==> config.mk <==
export PLATFORM = sky130hd
export DESIGN_NAME = hazard_pipe_regs
export DESIGN_NICKNAME = d
export VERILOG_FILES = /design/src/rtl/pipe_pkg.sv /design/src/rtl/pipe_reg.sv /design/src/rtl/hazard_pipe_regs.sv
export SDC_FILE = /design/constraint.sdc
export NUM_CORES = 1
export LEC_CHECK = 0
export CAP_MARGIN = 20
export CORE_AREA = 4 4 202 204
export DETAILED_ROUTE_END_ITERATION = 10
export DIE_AREA = 0 0 206 208
export REMOVE_ABC_BUFFERS = 1
export SETUP_SLACK_MARGIN = 0.3
export SYNTH_ARGS = -nofsm -noshare
export SYNTH_HDL_FRONTEND = slang
export SYNTH_SLANG_ARGS = --single-unit
export TNS_END_PERCENT = 50
==> constraint.sdc <==
create_clock -name clk -period 2.45 [get_ports clk]
set_input_delay 0.245 -clock clk [delete_from_list [all_inputs] [get_ports clk]]
set_output_delay 0.245 -clock clk [all_outputs]
set_load 0.05 [all_outputs]
==> src/rtl/pipe_pkg.sv <==
// Shared types and constants for the SCPU pipeline-register block.
//   ifid_t  : IF/ID register contents (pc, inst, valid)
//   idex_t  : ID/EX register contents (pc, inst, operands, imm, rd, ctrl, valid)
//   ifid_bubble / idex_bubble : the cleared contents loaded on reset, flush or bubble
package pipe_pkg;

  localparam int          XLEN     = 32;
  localparam int          CTRL_W   = 16;
  localparam int          CNT_W    = 32;
  localparam logic [31:0] RESET_PC = 32'h0000_0000;
  // addi x0,x0,0 -- opcode 0010011, so a bubble never looks like a load.
  localparam logic [31:0] NOP      = 32'h0000_0013;

  typedef struct packed {
    logic [XLEN-1:0] pc;
    logic [31:0]     inst;
    logic            valid;
  } ifid_t;

  typedef struct packed {
    logic [XLEN-1:0]   pc;
    logic [31:0]       inst;
    logic [XLEN-1:0]   rs1_data;
    logic [XLEN-1:0]   rs2_data;
    logic [XLEN-1:0]   imm;
    logic [4:0]        rd;
    logic [CTRL_W-1:0] ctrl;
    logic              valid;
  } idex_t;

  function automatic ifid_t ifid_bubble(input logic [31:0] nop);
    ifid_t b;
    b       = '0;
    b.inst  = nop;
    return b;
  endfunction

  function automatic idex_t idex_bubble(input logic [31:0] nop);
    idex_t b;
    b      = '0;
    b.inst = nop;
    return b;
  endfunction

endpackage

==> src/rtl/pipe_reg.sv <==
// Generic pipeline register with synchronous reset, clear and load enable.
// Priority per edge: rst > clr > en; with none asserted the register holds.
//   clk     : clock, rising edge
//   rst     : synchronous active-high reset, loads RST_VAL
//   clr     : synchronous clear, loads CLR_VAL
//   en      : load enable, captures d
//   d / q   : data in / registered data out (W bits)
module pipe_reg #(
  parameter int           W       = 32,
  parameter logic [W-1:0] RST_VAL = '0,
  parameter logic [W-1:0] CLR_VAL = '0
) (
  input  logic         clk,
  input  logic         rst,
  input  logic         clr,
  input  logic         en,
  input  logic [W-1:0] d,
  output logic [W-1:0] q
);

  always_ff @(posedge clk) begin
    if (rst) begin
      q <= RST_VAL;
    end else if (clr) begin
      q <= CLR_VAL;
    end else if (en) begin
      q <= d;
    end
  end

endmodule

==> src/rtl/hazard_pipe_regs.sv <==
// PC, IF/ID and ID/EX registers of the 5-stage SCPU datapath.
// Applies load-use stall/bubble controls and the EX branch flush each cycle,
// and counts stall and bubble cycles in saturating counters.
//   clk, rst                       : clock, synchronous active-high reset
//   pc_write, ifid_write, idex_zero: hazard-unit stall/bubble controls
//   flush, flush_target            : taken branch/jump from EX and its target
//   if_inst                        : instruction fetched at pc
//   id_rs1_data, id_rs2_data, id_imm, id_rd_addr, id_ctrl : ID-stage decode
//   pc                             : fetch address
//   ifid_*                         : IF/ID register outputs
//   idex_*                         : ID/EX register outputs (to EX and hazard unit)
//   stall_cnt, bubble_cnt          : saturating event counters
module hazard_pipe_regs #(
  parameter int              XLEN     = pipe_pkg::XLEN,
  parameter logic [XLEN-1:0] RESET_PC = pipe_pkg::RESET_PC,
  parameter logic [31:0]     NOP      = pipe_pkg::NOP,
  parameter int              CTRL_W   = pipe_pkg::CTRL_W,
  parameter int              CNT_W    = pipe_pkg::CNT_W
) (
  input  logic              clk,
  input  logic              rst,
  input  logic              pc_write,
  input  logic              ifid_write,
  input  logic              idex_zero,
  input  logic              flush,
  input  logic [XLEN-1:0]   flush_target,
  input  logic [31:0]       if_inst,
  input  logic [XLEN-1:0]   id_rs1_data,
  input  logic [XLEN-1:0]   id_rs2_data,
  input  logic [XLEN-1:0]   id_imm,
  input  logic [4:0]        id_rd_addr,
  input  logic [CTRL_W-1:0] id_ctrl,
  output logic [XLEN-1:0]   pc,
  output logic [XLEN-1:0]   ifid_pc,
  output logic [31:0]       ifid_inst,
  output logic              ifid_valid,
  output logic [XLEN-1:0]   idex_pc,
  output logic [XLEN-1:0]   idex_rs1_data,
  output logic [XLEN-1:0]   idex_rs2_data,
  output logic [XLEN-1:0]   idex_imm,
  output logic [31:0]       idex_inst,
  output logic [4:0]        idex_rd_addr,
  output logic [CTRL_W-1:0] idex_ctrl,
  output logic              idex_valid,
  output logic [CNT_W-1:0]  stall_cnt,
  output logic [CNT_W-1:0]  bubble_cnt
);

  import pipe_pkg::ifid_t;
  import pipe_pkg::idex_t;
  import pipe_pkg::ifid_bubble;
  import pipe_pkg::idex_bubble;

  localparam ifid_t IFID_CLR = ifid_bubble(NOP);
  localparam idex_t IDEX_CLR = idex_bubble(NOP);

  function automatic logic [CNT_W-1:0] sat_inc(input logic [CNT_W-1:0] v);
    return (&v) ? v : v + CNT_W'(1);
  endfunction

  // ---- PC (stage p0) ----
  logic [XLEN-1:0] pc_p0;
  logic [XLEN-1:0] pc_next_p0;
  logic            pc_en_p0;

  // A flush overrides a stall, so it must also enable the PC load.
  assign pc_en_p0   = flush | pc_write;
  assign pc_next_p0 = flush ? flush_target : pc_p0 + XLEN'(4);

  pipe_reg #(
    .W       (XLEN),
    .RST_VAL (RESET_PC),
    .CLR_VAL ('0)
  ) u_pc (
    .clk (clk),
    .rst (rst),
    .clr (1'b0),
    .en  (pc_en_p0),
    .d   (pc_next_p0),
    .q   (pc_p0)
  );

  // ---- IF/ID (stage p1) ----
  ifid_t ifid_d_p1;
  ifid_t ifid_p1;

  always_comb begin
    ifid_d_p1       = '0;
    ifid_d_p1.pc    = pc_p0;
    ifid_d_p1.inst  = if_inst;
    ifid_d_p1.valid = 1'b1;
  end

  pipe_reg #(
    .W       ($bits(ifid_t)),
    .RST_VAL (IFID_CLR),
    .CLR_VAL (IFID_CLR)
  ) u_ifid (
    .clk (clk),
    .rst (rst),
    .clr (flush),
    .en  (ifid_write),
    .d   (ifid_d_p1),
    .q   (ifid_p1)
  );

  // ---- ID/EX (stage p2) ----
  idex_t idex_d_p2;
  idex_t idex_p2;

  always_comb begin
    idex_d_p2          = '0;
    idex_d_p2.pc       = ifid_p1.pc;
    idex_d_p2.inst     = ifid_p1.inst;
    idex_d_p2.rs1_data = id_rs1_data;
    idex_d_p2.rs2_data = id_rs2_data;
    idex_d_p2.imm      = id_imm;
    idex_d_p2.rd       = id_rd_addr;
    idex_d_p2.ctrl     = id_ctrl;
    idex_d_p2.valid    = ifid_p1.valid;
  end

  // ID/EX never holds: it either advances or takes a bubble.
  pipe_reg #(
    .W       ($bits(idex_t)),
    .RST_VAL (IDEX_CLR),
    .CLR_VAL (IDEX_CLR)
  ) u_idex (
    .clk (clk),
    .rst (rst),
    .clr (flush | idex_zero),
    .en  (1'b1),
    .d   (idex_d_p2),
    .q   (idex_p2)
  );

  // ---- performance counters ----
  logic [CNT_W-1:0] stall_q;
  logic [CNT_W-1:0] bubble_q;

  // Cycles swallowed by a flush are branch penalties, not hazard stalls.
  always_ff @(posedge clk) begin
    if (rst) begin
      stall_q <= '0;
    end else if (!pc_write && !flush) begin
      stall_q <= sat_inc(stall_q);
    end
  end

  always_ff @(posedge clk) begin
    if (rst) begin
      bubble_q <= '0;
    end else if (idex_zero && !flush) begin
      bubble_q <= sat_inc(bubble_q);
    end
  end

  assign pc            = pc_p0;
  assign ifid_pc       = ifid_p1.pc;
  assign ifid_inst     = ifid_p1.inst;
  assign ifid_valid    = ifid_p1.valid;
  assign idex_pc       = idex_p2.pc;
  assign idex_inst     = idex_p2.inst;
  assign idex_rs1_data = idex_p2.rs1_data;
  assign idex_rs2_data = idex_p2.rs2_data;
  assign idex_imm      = idex_p2.imm;
  assign idex_rd_addr  = idex_p2.rd;
  assign idex_ctrl     = idex_p2.ctrl;
  assign idex_valid    = idex_p2.valid;
  assign stall_cnt     = stall_q;
  assign bubble_cnt    = bubble_q;

endmodule
; ---- Word-level counts from Yosys, hierarchy flattened
; Cells that the tools add are included.
[op_classes]
addsub = 3
mul = 0
div_mod_pow = 0
magnitude_cmp = 0
n_eq_ne = 0
shifts = 0
n_mux = 1
bitwise_logic = 4
reduce_logical = 10
[ops]
columns = operator, count
row1 = "32-bit by 1-bit adder with 32-bit output, second input constant", 2
row2 = 32-bit AND reduction, 2
row3 = "32-bit by 3-bit adder with 32-bit output, second input constant", 1
row4 = 32-bit two-way mux, 1
row5 = 2-bit AND reduction, 2
row6 = 2-bit OR reduction, 2
row7 = 1-bit logical AND, 2
row8 = 1-bit zero test, 2
row9 = 1-bit NOT, 2
row10 = 1-bit OR, 2
[totals]
reg_bits = 343
latchBits = 0
mem_bits_rw = 0
romBits = 0
input_bits = 187
memories = 0

; ---- Longest topological paths before layout
; Gate-level depths: netlist of run 1.
[logic_depth]
ltp_word = 3
mapped_depth = 8

; ---- Modules after synthesis
; From an unflattened synthesis of run 1, not the netlist that was laid out.
[unflattened]
hier_cells = 1447
hier_area_um2 = 14172.3
[by_module_without_submodules]
columns = module, n_inst, cells_each, area_per_inst_um2
row1 = pipe_reg (u_idex), 1, 588, 6531.3
row2 = hazard_pipe_regs, 1, 543, 4172.8
row3 = pipe_reg (u_ifid), 1, 211, 2312.2
row4 = pipe_reg (u_pc), 1, 105, 1156.1

; ---- Worst setup path before layout of run 1
; No wires, ideal clock.
[synth_path]
path_type = register to register
startpoint = register bubble_q[0], in the netlist bubble_cnt[0]
endpoint = register bubble_q[4], in the netlist bubble_cnt[4]
arrival_time_ns = 2.422
t_required_ns = 2.329
slack_ns = -0.093
stages_incl_launch_ff = 7
cell_sequence = dfxtp_1 ha_1 nand2_1 nor4_2 a31oi_2 nand4_1 mux2_2
[synth_via]
elab_chain_len = 3
elab_cells_between_ends = 4
classes_between = add/sub (1) / bitwise (1) / reduce/logical (2)
[synth_lines]
columns = item, line
row1 = from (decl), hazard_pipe_regs.sv:139  ; logic [CNT_W-1:0] bubble_q;
row2 = from (signal assigned), hazard_pipe_regs.sv:154  ; bubble_q <= sat_inc(bubble_q);
row3 = "parallel branches: the longest is 3 deep, another holds 32-bit by 1-bit adder with 32-bit output", -
; Several ways; the timed one is not identified.
; A chain may end at the register's enable or synchronous reset.

; ---- Final worst setup path of run 1
[layout_path]
startpoint = register u_pc.q[21]
endpoint = output pc[21]
[layout_lines]
columns = item, line
row1 = from (decl), pipe_reg.sv:18  ; output logic [W-1:0] q
row2 = from (signal assigned), pipe_reg.sv:23  ; q <= RST_VAL;
row3 = from (signal assigned), pipe_reg.sv:25  ; q <= CLR_VAL;
row4 = from (signal assigned), pipe_reg.sv:27  ; q <= d;
row5 = to (decl), hazard_pipe_regs.sv:33  ; output logic [XLEN-1:0] pc,
; No word-level cell between the ends.

==> flow_summary.json, run 1 <==
{
  "slew_viol_final": 0,
  "dpl.cell_count": 2223,
  "cp_cell_sequence": "clkdlybuf4s50_1",
  "clk_latency_ns": 0.55,
  "core_um2": 39300,
  "die_area_um2": 42800,
  "post_synth.cell_area_avg_um2": 10.1,
  "htreeDepth": 2,
  "n_fill_cell": 3644,
  "syn_inst": 1202,
  "fin_crit_sh_pct": 86.1,
  "numPortBuffers": 529,
  "hpwl_mm": 32.1,
  "path_max_fanout": 6,
  "arrival_ns": 1.86,
  "grt_start_max_net_pins": 117,
  "die_w_um": 206,
  "rrSetupSlack_ns": 0.39,
  "clock_path_buffers": 3,
  "start_util_pct": 30.8,
  "ant_nets": 0,
  "critPathBufInv": 1,
  "synth_top_area_share_pct": 56.8,
  "yosysUniqueCellTypes": 48,
  "hold_end": "u_idex.q[19]",
  "min_path_type": "input port to register",
  "r2r-end": "stall_cnt[30]",
  "cp_top_family": "buffers and inverters",
  "status": "complete, no violations",
  "r2r_start": "stall_cnt[18]",
  "synth_ff_type": "dfxtp_1",
  "synth_area_um2": 12100,
  "power_density_nw_per_um2": 674,
  "clock_sinks": 343,
  "antenna_found_initial": 1,
  "fin_skew_ns": 0.0249,
  "num-nets-final": 1930,
  "io_pins": 530,
  "drt-wirelength-per-cell_um": 18.9,
  "wirelength_mm": 43.4,
  "dpl_cell_area_um2": 18100,
  "tritoncts": "built",
  "synth_top_area_cell": "dfxtp_1",
  "slowest_delay_ns": 0.87,
  "rsz0062_at_grt": "yes",
  "setup_viol": 0,
  "peakVddDrop_mv": 0.419,
  "route.detailed.drc": 0,
  "vias_per_cell": 4.48,
  "hold_violations": 0,
  "area_growth_pct": 61.0,
  "max_slew.worst_pin.slew_ns": 0.715,
  "grt_pass1_vias": 10100,
  "fmax_mhz": 474,
  "reg2regPathDepth": 5,
  "antennaDiodeCount": 0,
  "worstSetupStartpointType": "register",
  "drive_above_1_share_pct": 7.57,
  "cts_setup_buffers": 0,
  "endpoint_kind": "primary output",
  "async_flop_share_pct": 0,
  "overflow": 0,
  "required_ns": 2.20,
  "cp_slowest_cell": "clkdlybuf4s50_1",
  "post-route-min-period_ns": 2.11,
  "timing.setup.tns_ns": 0,
  "p_leak_nw": 7.52,
  "relSlewSlack_pct": 52.2,
  "synth_seq_area_share_pct": 56.8,
  "die_h_um": 208,
  "path_class": "register to primary output",
  "yosysWarnings": 0,
  "grt_pass1_wl_mm": 64.0,
  "clockRootBuffer": "clkbuf_16",
  "hold_start": "id_rd_addr[2]",
  "vias": 10300,
  "power.total_w": 0.0131,
  "final_area_um2": 19500,
  "rows": 73,
  "grt.total_usage_pct": 19.3,
  "gp_congestion": 0.855,
  "synth_enable_flop_cells": 0,
  "cts_buffers": 40,
  "firstDrtPassIters": 4,
  "clk_pin_slew_worst_paths_ns": 0.06,
  "fin_cells": 2294,
  "dr.first_iter.drc_count": 304,
  "synthTopCellsByArea": "dfxtp_1 57%, and2_1 9.5%, mux2i_1 6.2%, nor2_1 4.0%, xnor2_1 3.0%",
  "drv_cap": 0,
  "ys_seq_elements": 343,
  "holdPathStages": 2
}
power by group:
group          leakage, nW  internal (W)  switching [W]  total (W)
Combinational         4.08      0.000605       0.000767    0.00137
Clock                0.644       0.00357        0.00239    0.00595
Sequential            2.79       0.00570      0.0000881    0.00579
through the flow:
| stage | setup slack [ns] | hold slack, ns | utilization (%) |
|---|---|---|---|
| after global placement | 0.245 | 0.464 | 46.1 |
| after detailed placement | 0.162 | 0.466 | 46.1 |
| after global routing | 0.267 | 0.226 | 49.6 |
| after CTS | 0.283 | 0.206 | 49.4 |
| final | 0.341 | 0.248 | 49.6 |
| after floorplan | -2.40 | 0.314 | - |
worst max path at each step:
stage	start	end	slack, ns	depth (start not counted)
finish	u_pc.q[21]	pc[21]	0.34	1
CTS	u_pc.q[18]	pc[18]	0.28	1
global route	bubble_cnt[11]	bubble_cnt[31]	0.27	5
floorplan	flush	u_idex.q[0]	-2.40	3
global placement	pc_write	u_pc.q[20]	0.25	7
detailed placement	pc_write	stall_cnt[18]	0.16	7
cell type report:
type | count | area (µm²) | area share (%)
Tap cell | 525 | 657 | 3.37
Inverter | 29 | 109 | 0.559
Sequential cell | 343 | 6870 | 35.3
Multi-Input combinational cell | 761 | 4910 | 25.2
Clock inverter | 11 | 131 | 0.675
Clock buffer | 60 | 1190 | 6.09
Timing Repair Buffer | 565 | 5600 | 28.8
flip-flops by register name, indices dropped and copies added (netlist names):
name and count:
u_ifid.q 65, bubble_cnt 32, u_idex.q 182, u_pc.q 32, stall_cnt 32
cells in the mapped netlist (6+ instances only):
cell type and count:
a2111oi_0 6, dfxtp_1 343, and4_1 13, o21a_1 16, buf_1 9, nand4_1 29
clkbuf_1 58, o21ai_0 21, nor4_1 11, a211oi_1 11, or3_1 22, or4_1 7
and2_1 183, nand2_1 36, and3_1 6, xor2_1 18, nor2_1 130, nand3_1 27
xnor2_1 41, mux2i_1 75, nor3_1 12, a21oi_1 49, inv_1 29
what timing repair did:
| item | 4_1_cts | 5_1_grt |
|---|---|---|
| pin swaps | 0 | 2 |
| endpoints found under the setup margin | 12 | 45 |
| hold buffers | 0 | 0 |
| gates cloned | 0 | 0 |
| gates resized for setup | 6 | 22 |
cells in the final DEF (no fill, tap or decap), types with 6 or more instances in the layout:
master / Yosys / final
and3_1: 6 / 6
and2_1: 183 / 183
and4_1: 13 / 12
mux2i_1: 75 / 75
o21a_1: 16 / 16
clkbuf_1: 58 / 9
nor4_1: 11 / 7
inv_1: 29 / 29
clkbuf_8: 0 / 11
buf_4: 0 / 36
clkdlybuf4s50_1: 0 / 513
o21ai_0: 21 / 21
dlymetal6s2s_1: 0 / 7
or3_1: 22 / 22
nand3_1: 27 / 27
clkbuf_16: 0 / 40
xnor2_1: 41 / 41
dfxtp_2: 0 / 6
dfxtp_1: 343 / 337
or4_1: 7 / 6
nor3_1: 12 / 12
a21oi_1: 49 / 49
nand4_1: 29 / 29
nor2_1: 130 / 129
xor2_1: 18 / 18
nand2_1: 36 / 36
a211oi_1: 11 / 11
cell families after synthesis:
| family | share of synthesized area, % |
|---|---|
| simple gates | 22.5 |
| flops | 56.8 |
| compound gates | 6.61 |
| buf+inv | 3.06 |
| mux | 6.40 |
| xor+xnor | 4.27 |
| fa+ha+maj | 0.310 |
per-layer routing:
layer  vias to the layer above  global-route usage (%)  routed length (µm)  share of wire [%]
li1                       5116                       -                   -                  -
met1                      4749                    21.4               16500                 38
met2                       338                    33.6               21400                 49
met3                        70                    6.94                3810                8.8
met4                         2                    7.73                1600                3.7
met5                         -                       0                  13              0.030
Power figures use the tool's default switching activity.
==> inputs of run 2 (changes only) <==
--- a/config.mk
+++ b/config.mk
@@ -7,6 +7,8 @@
 export LEC_CHECK = 0
 export CAP_MARGIN = 20
 export CORE_AREA = 4 4 202 204
+export CTS_CLUSTER_DIAMETER = 60
+export CTS_CLUSTER_SIZE = 24
 export DETAILED_ROUTE_END_ITERATION = 10
 export DIE_AREA = 0 0 206 208
 export REMOVE_ABC_BUFFERS = 1
==> run 2 against run 1 <==
- flip-flop and latch count is the same
- clock skew shrank 0.0097 ns
- critical endpoint is now stall_cnt[28]
- first-iteration DRC count down 2.0%
- critical path type unchanged
- die area is the same
- routed wire length decreased by 0.33%
- utilization fell by 0.25 points
- non-clock buffer count unchanged
- cell area shrank 0.49%
- fmax rose by 0.44%
- critical path depth is the same
- hold slack improved by 0.0061 ns
==> flow_summary.json, run 2 (synthesis gave the netlist of run 1 again) <==
{
  "status": "complete, no violations",
  "critPathBufInv": 1,
  "clockRootBuffer": "clkbuf_16",
  "path_max_fanout": 7,
  "cts_setup_buffers": 0,
  "power_switching_w": 0.00331,
  "io_pins": 530,
  "vias": 10300,
  "r2r-end": "stall_cnt[30]",
  "reg2regPathDepth": 5,
  "antennaDiodeCount": 0,
  "drive_above_1_share_pct": 7.45,
  "hold_buffers": 0,
  "hold_end": "u_idex.q[97]",
  "peakVddDrop_mv": 0.465,
  "hold_start": "id_rs1_data[11]",
  "clk_latency_ns": 0.54,
  "tritoncts": "built",
  "relSlewSlack_pct": 52.0,
  "p_leak_nw": 7.48,
  "die_h_um": 208,
  "final.setup.worst_slack_ns": 0.350,
  "htreeDepth": 2,
  "grt_pass1_vias": 10100,
  "hpwl_mm": 32.1,
  "cts_buffers": 34,
  "clkPwrFrac_pct": 44.3,
  "fin_crit_sh_pct": 85.7,
  "antenna_found_initial": 2,
  "slowest_delay_ns": 0.87,
  "rrSetupSlack_ns": 0.39,
  "overflow": 0,
  "clock_sinks": 343,
  "power_frac_comb_pct": 10.7,
  "max_slew.worst_pin.slew_ns": 0.718,
  "most-common-layout-cells": "513 x clkdlybuf4s50_1, 337 x dfxtp_1, 183 x and2_1",
  "final_common_cell": "clkdlybuf4s50_1",
  "dp_slack_ns": 0.162,
  "numPortBuffers": 529,
  "regMostFlops": "u_idex.q",
  "num-nets-final": 1924,
  "seqPwrFrac_pct": 45.0,
  "clock_path_buffers": 3,
  "rsz0062_at_grt": "yes",
  "drt-wirelength-per-cell_um": 18.9,
  "wirelength_mm": 43.2,
  "fin_skew_ns": 0.0152,
  "path_class": "register to primary output",
  "endpoint_kind": "primary output",
  "ant_nets": 0,
  "die_area_um2": 42800,
  "r2r_start": "stall_cnt[18]",
  "dr.first_iter.drc_count": 298,
  "min_path_type": "input port to register",
  "arrival_ns": 1.85,
  "cp_top_family": "buffers and inverters",
  "power_density_nw_per_um2": 663,
  "required_ns": 2.20,
  "grt_pass1_wl_mm": 63.8,
  "swShare_pct": 25.8,
  "largest_reg_flops": 182,
  "die_w_um": 206,
  "post-route-min-period_ns": 2.10,
  "final_area_um2": 19400,
  "firstDrtPassIters": 4,
  "holdPathStages": 2,
  "drv_cap": 0,
  "area_growth_pct": 60.2,
  "cp_cell_sequence": "clkdlybuf4s50_1",
  "setup_viol": 0,
  "worstSetupStartpointType": "register",
  "grt.total_usage_pct": 19.2,
  "route.detailed.drc": 0,
  "gp_congestion": 0.855,
  "cp_slowest_cell": "clkdlybuf4s50_1",
  "vias_per_cell": 4.49,
  "hold_violations": 0,
  "reg_top3": "u_idex.q (182), u_ifid.q (65)",
  "clk_pin_slew_worst_paths_ns": 0.08,
  "dpl_cell_area_um2": 18100,
  "core_um2": 39300,
  "rows": 73,
  "start_util_pct": 30.8,
  "internal_power_w": 0.00953,
  "grt_start_max_net_pins": 117,
  "slew_viol_final": 0,
  "fmax_mhz": 476
}
run 2: how the worst max path moves through the flow:
stage | from | endpoint | slack [ns] | depth (start not counted)
after floorplan | flush | u_idex.q[0] | -2.40 | 3
after global placement | pc_write | u_pc.q[20] | 0.25 | 7
after detailed placement | pc_write | stall_cnt[18] | 0.16 | 7
after CTS | u_pc.q[14] | pc[14] | 0.27 | 1
after global routing | u_pc.q[16] | pc[16] | 0.27 | 1
final | stall_cnt[28] | stall_cnt[28] | 0.35 | 1
run 2: layout make-up:
class,instances,area (µm²)
inverter,29,109
multi-input combinational,761,4910
sequential,343,6870
clock inverter,20,256
timing repair buffer,565,5610
tap,525,657
clock buffer,41,961
fill,3641,19900
run 2: power by group through the flow:
stage	combinational [W]	clock (W)	sequential (W)
after floorplan	0.000226	0	0.00633
after global routing	0.00145	0.00607	0.00580
final	0.00137	0.00568	0.00578
after global placement	0.00138	0	0.00591
after detailed placement	0.00138	0	0.00592
after CTS	0.00139	0.00588	0.00579
run 2: repair_timing:
item,in CTS,in global routing
pin swaps,0,2
hold endpoints to repair,0,0
gates resized for setup,5,23
endpoints found under the setup margin,11,47
run 2: metrics by stage:
stage	utilization [%]	total power (W)	TNS, ns	hold WS (ns)	std cells
after floorplan	-	0.00655	-438.85	0.314	1133
after global placement	46.1	0.00729	0	0.464	2223
after detailed placement	46.1	0.00730	0	0.466	2223
after CTS	49.1	0.0131	0	0.211	2284
after global routing	49.3	0.0133	0	0.232	2284
final	49.3	0.0128	0	0.254	2284
run 2: metal layers:
| metal | track usage (%) | part of all wire [%] | vias up |
|---|---|---|---|
| met1 | 21.1 | 38 | 4769 |
| met5 | 0 | 0.072 | - |
| met4 | 7.46 | 3.5 | 4 |
| li1 | - | - | 5098 |
| met3 | 6.98 | 8.8 | 70 |
| met2 | 33.7 | 50 | 324 |
==> inputs of run 3 (changes only) <==
==> constraint.sdc (replaced) <==
create_clock -name clk -period 2.1 [get_ports clk]
set_input_delay 0.21 -clock clk [delete_from_list [all_inputs] [get_ports clk]]
set_output_delay 0.21 -clock clk [all_outputs]
set_load 0.05 [all_outputs]
==> run 3 against run 2 <==
- sequential share of layout area shrank 1.6 points
- count of clock-buffer cells in the layout is the same
- first-iteration DRC count grew 19%
- critical path depth grew 6
- largest power group unchanged
- flip-flop and latch count is the same
- sequential power grew 16%
- register-to-register slack lost 0.29 ns
- clock skew grew 0.015 ns
- cell area grew 5.5%
- clock power grew 11%
==> flow_summary.json, run 3 (synthesis gave the netlist of run 1 again) <==
{
  "slew_viol_final": 0,
  "route.detailed.drc": 0,
  "rsz0062_at_grt": "yes",
  "most-common-layout-cells": "304 x dfxtp_1, 255 x clkdlybuf4s50_1, 182 x and2_1",
  "power.total_w": 0.0147,
  "clock_path_buffers": 3,
  "drive_above_1_share_pct": 16.0,
  "endpoint_kind": "register",
  "path_max_fanout": 5,
  "overflow": 0,
  "hold_violations": 0,
  "setup_viol": 0,
  "slowest_delay_ns": 0.59,
  "fin_skew_ns": 0.0304,
  "worstSetupStartpointType": "register",
  "regMostFlops": "u_idex.q",
  "numPortBuffers": 529,
  "peakVddDrop_mv": 0.535,
  "die_h_um": 208,
  "clockRootBuffer": "clkbuf_16",
  "tritoncts": "built",
  "clkPwrFrac_pct": 43.0,
  "htreeDepth": 2,
  "core_um2": 39300,
  "hpwl_mm": 33.1,
  "gp_congestion": 0.851,
  "num-nets-final": 2010,
  "drt-wirelength-per-cell_um": 19.1,
  "start_util_pct": 30.8,
  "clk_latency_ns": 0.54,
  "dr.first_iter.drc_count": 356,
  "p_leak_nw": 10.0,
  "cp_cell_sequence": "nand4_2, or4_4, o31ai_4, buf_4, buf_12, mux2i_1, nor2_1",
  "clock_sinks": 343,
  "final.setup.worst_slack_ns": 0.0994,
  "hold_ws_ns": 0.181,
  "clk_pin_slew_worst_paths_ns": 0.07,
  "die_area_um2": 42800,
  "rows": 73,
  "drv_cap": 0,
  "post-route-min-period_ns": 2.00,
  "fmax_mhz": 500,
  "ant_nets": 0,
  "status": "complete, no violations",
  "antenna_found_initial": 5,
  "power_frac_comb_pct": 11.1,
  "dp_slack_ns": -0.0686,
  "min_path_type": "input port to register",
  "dpl_cell_area_um2": 18500,
  "die_w_um": 206,
  "vias_per_cell": 4.54,
  "required_ns": 2.49,
  "cts_buffers": 34,
  "vias": 10700,
  "power_density_nw_per_um2": 717,
  "grt_pass1_vias": 10300,
  "max_slew.worst_pin.slew_ns": 0.671,
  "internal_power_w": 0.0108,
  "power_switching_w": 0.00381,
  "area_growth_pct": 69.1,
  "final_area_um2": 20400,
  "grt_pass1_wl_mm": 65.1,
  "grt.total_usage_pct": 19.6,
  "final_common_cell": "dfxtp_1",
  "relSlewSlack_pct": 55.5,
  "io_pins": 530,
  "fin_crit_sh_pct": 95.3,
  "wirelength_mm": 45.3,
  "cp_slowest_cell": "or4_4",
  "grt_start_max_net_pins": 112,
  "firstDrtPassIters": 4,
  "largest_reg_flops": 182,
  "swShare_pct": 26.0,
  "cp_top_family": "simple AND/OR/NAND/NOR gates",
  "hold_buffers": 0,
  "arrival_ns": 2.39,
  "reg_top3": "u_idex.q (182), u_ifid.q (65)",
  "path_class": "register to register",
  "critPathBufInv": 2,
  "post-route-util_pct": 52.0,
  "seqPwrFrac_pct": 45.9
}
run 3: cell count changes in the layout (fill, tap and decap cells not counted), sizes merged, moves of 2 or more:
cell / previous run / this run
dlygate4sd2: 4 / 167
clkinv: 6 / 8
clkdlybuf4s50: 513 / 255
dlymetal6s2s: 8 / 79
buf: 40 / 126
inv: 40 / 36
clkdlybuf4s15: 0 / 22
run 3: final cells by class:
type | instances | area, µm²
antenna | 1 | 2.50
clock buffer | 41 | 928
clock inverter | 18 | 216
fill | 3637 | 18800
inverter | 29 | 109
multi-input combinational | 762 | 5260
sequential | 343 | 6920
tap | 525 | 657
timing repair buffer | 650 | 6340
run 3: final timing paths:
path	cells after the start	start	end	slack, ns
setup / recovery	7	stall_cnt[13]	stall_cnt[1]	0.1
hold / removal	3	rst	bubble_cnt[8]	0.18
setup reg to reg	7	stall_cnt[13]	stall_cnt[1]	0.1
hold reg to reg	1	u_ifid.q[7]	u_idex.q[124]	0.47
run 3: per-stage QoR:
step                      cells  setup TNS [ns]
after floorplan            1133         -512.65
after global placement     2274         -0.0941
after detailed placement   2274          -0.216
after CTS                  2342               0
after global routing       2369               0
final                      2369               0
run 3: routing by layer:
metal	GRT usage [%]	up-vias	part of all wire, %
li1	-	5286	-
met2	35.1	335	51
met1	21.2	5044	37
met4	7.21	8	3.4
met5	0	-	0.12
met3	7.00	72	8.8
run 3: repair_timing:
item                                    4_1_cts  5_1_grt
endpoints found under the setup margin      403      253
gates resized for setup                     240      192
pin swaps                                    10       39
buffers inserted                              7       24
gates cloned                                  2        2
run 3: worst min-delay path: cells and delay by family:
family | cells | cell delay [ns]
AND/OR/NAND/NOR | 1 | 0.12
buffers and inverters | 2 | 0.32
run 3: power by group through the flow:
stage / Combinational (W) / Clock [W] / Sequential (W)
after floorplan: 0.000263 / 0 / 0.00738
after global placement: 0.00165 / 0 / 0.00688
after detailed placement: 0.00166 / 0 / 0.00689
after CTS: 0.00163 / 0.00651 / 0.00673
after global routing: 0.00171 / 0.00676 / 0.00675
final: 0.00162 / 0.00630 / 0.00673
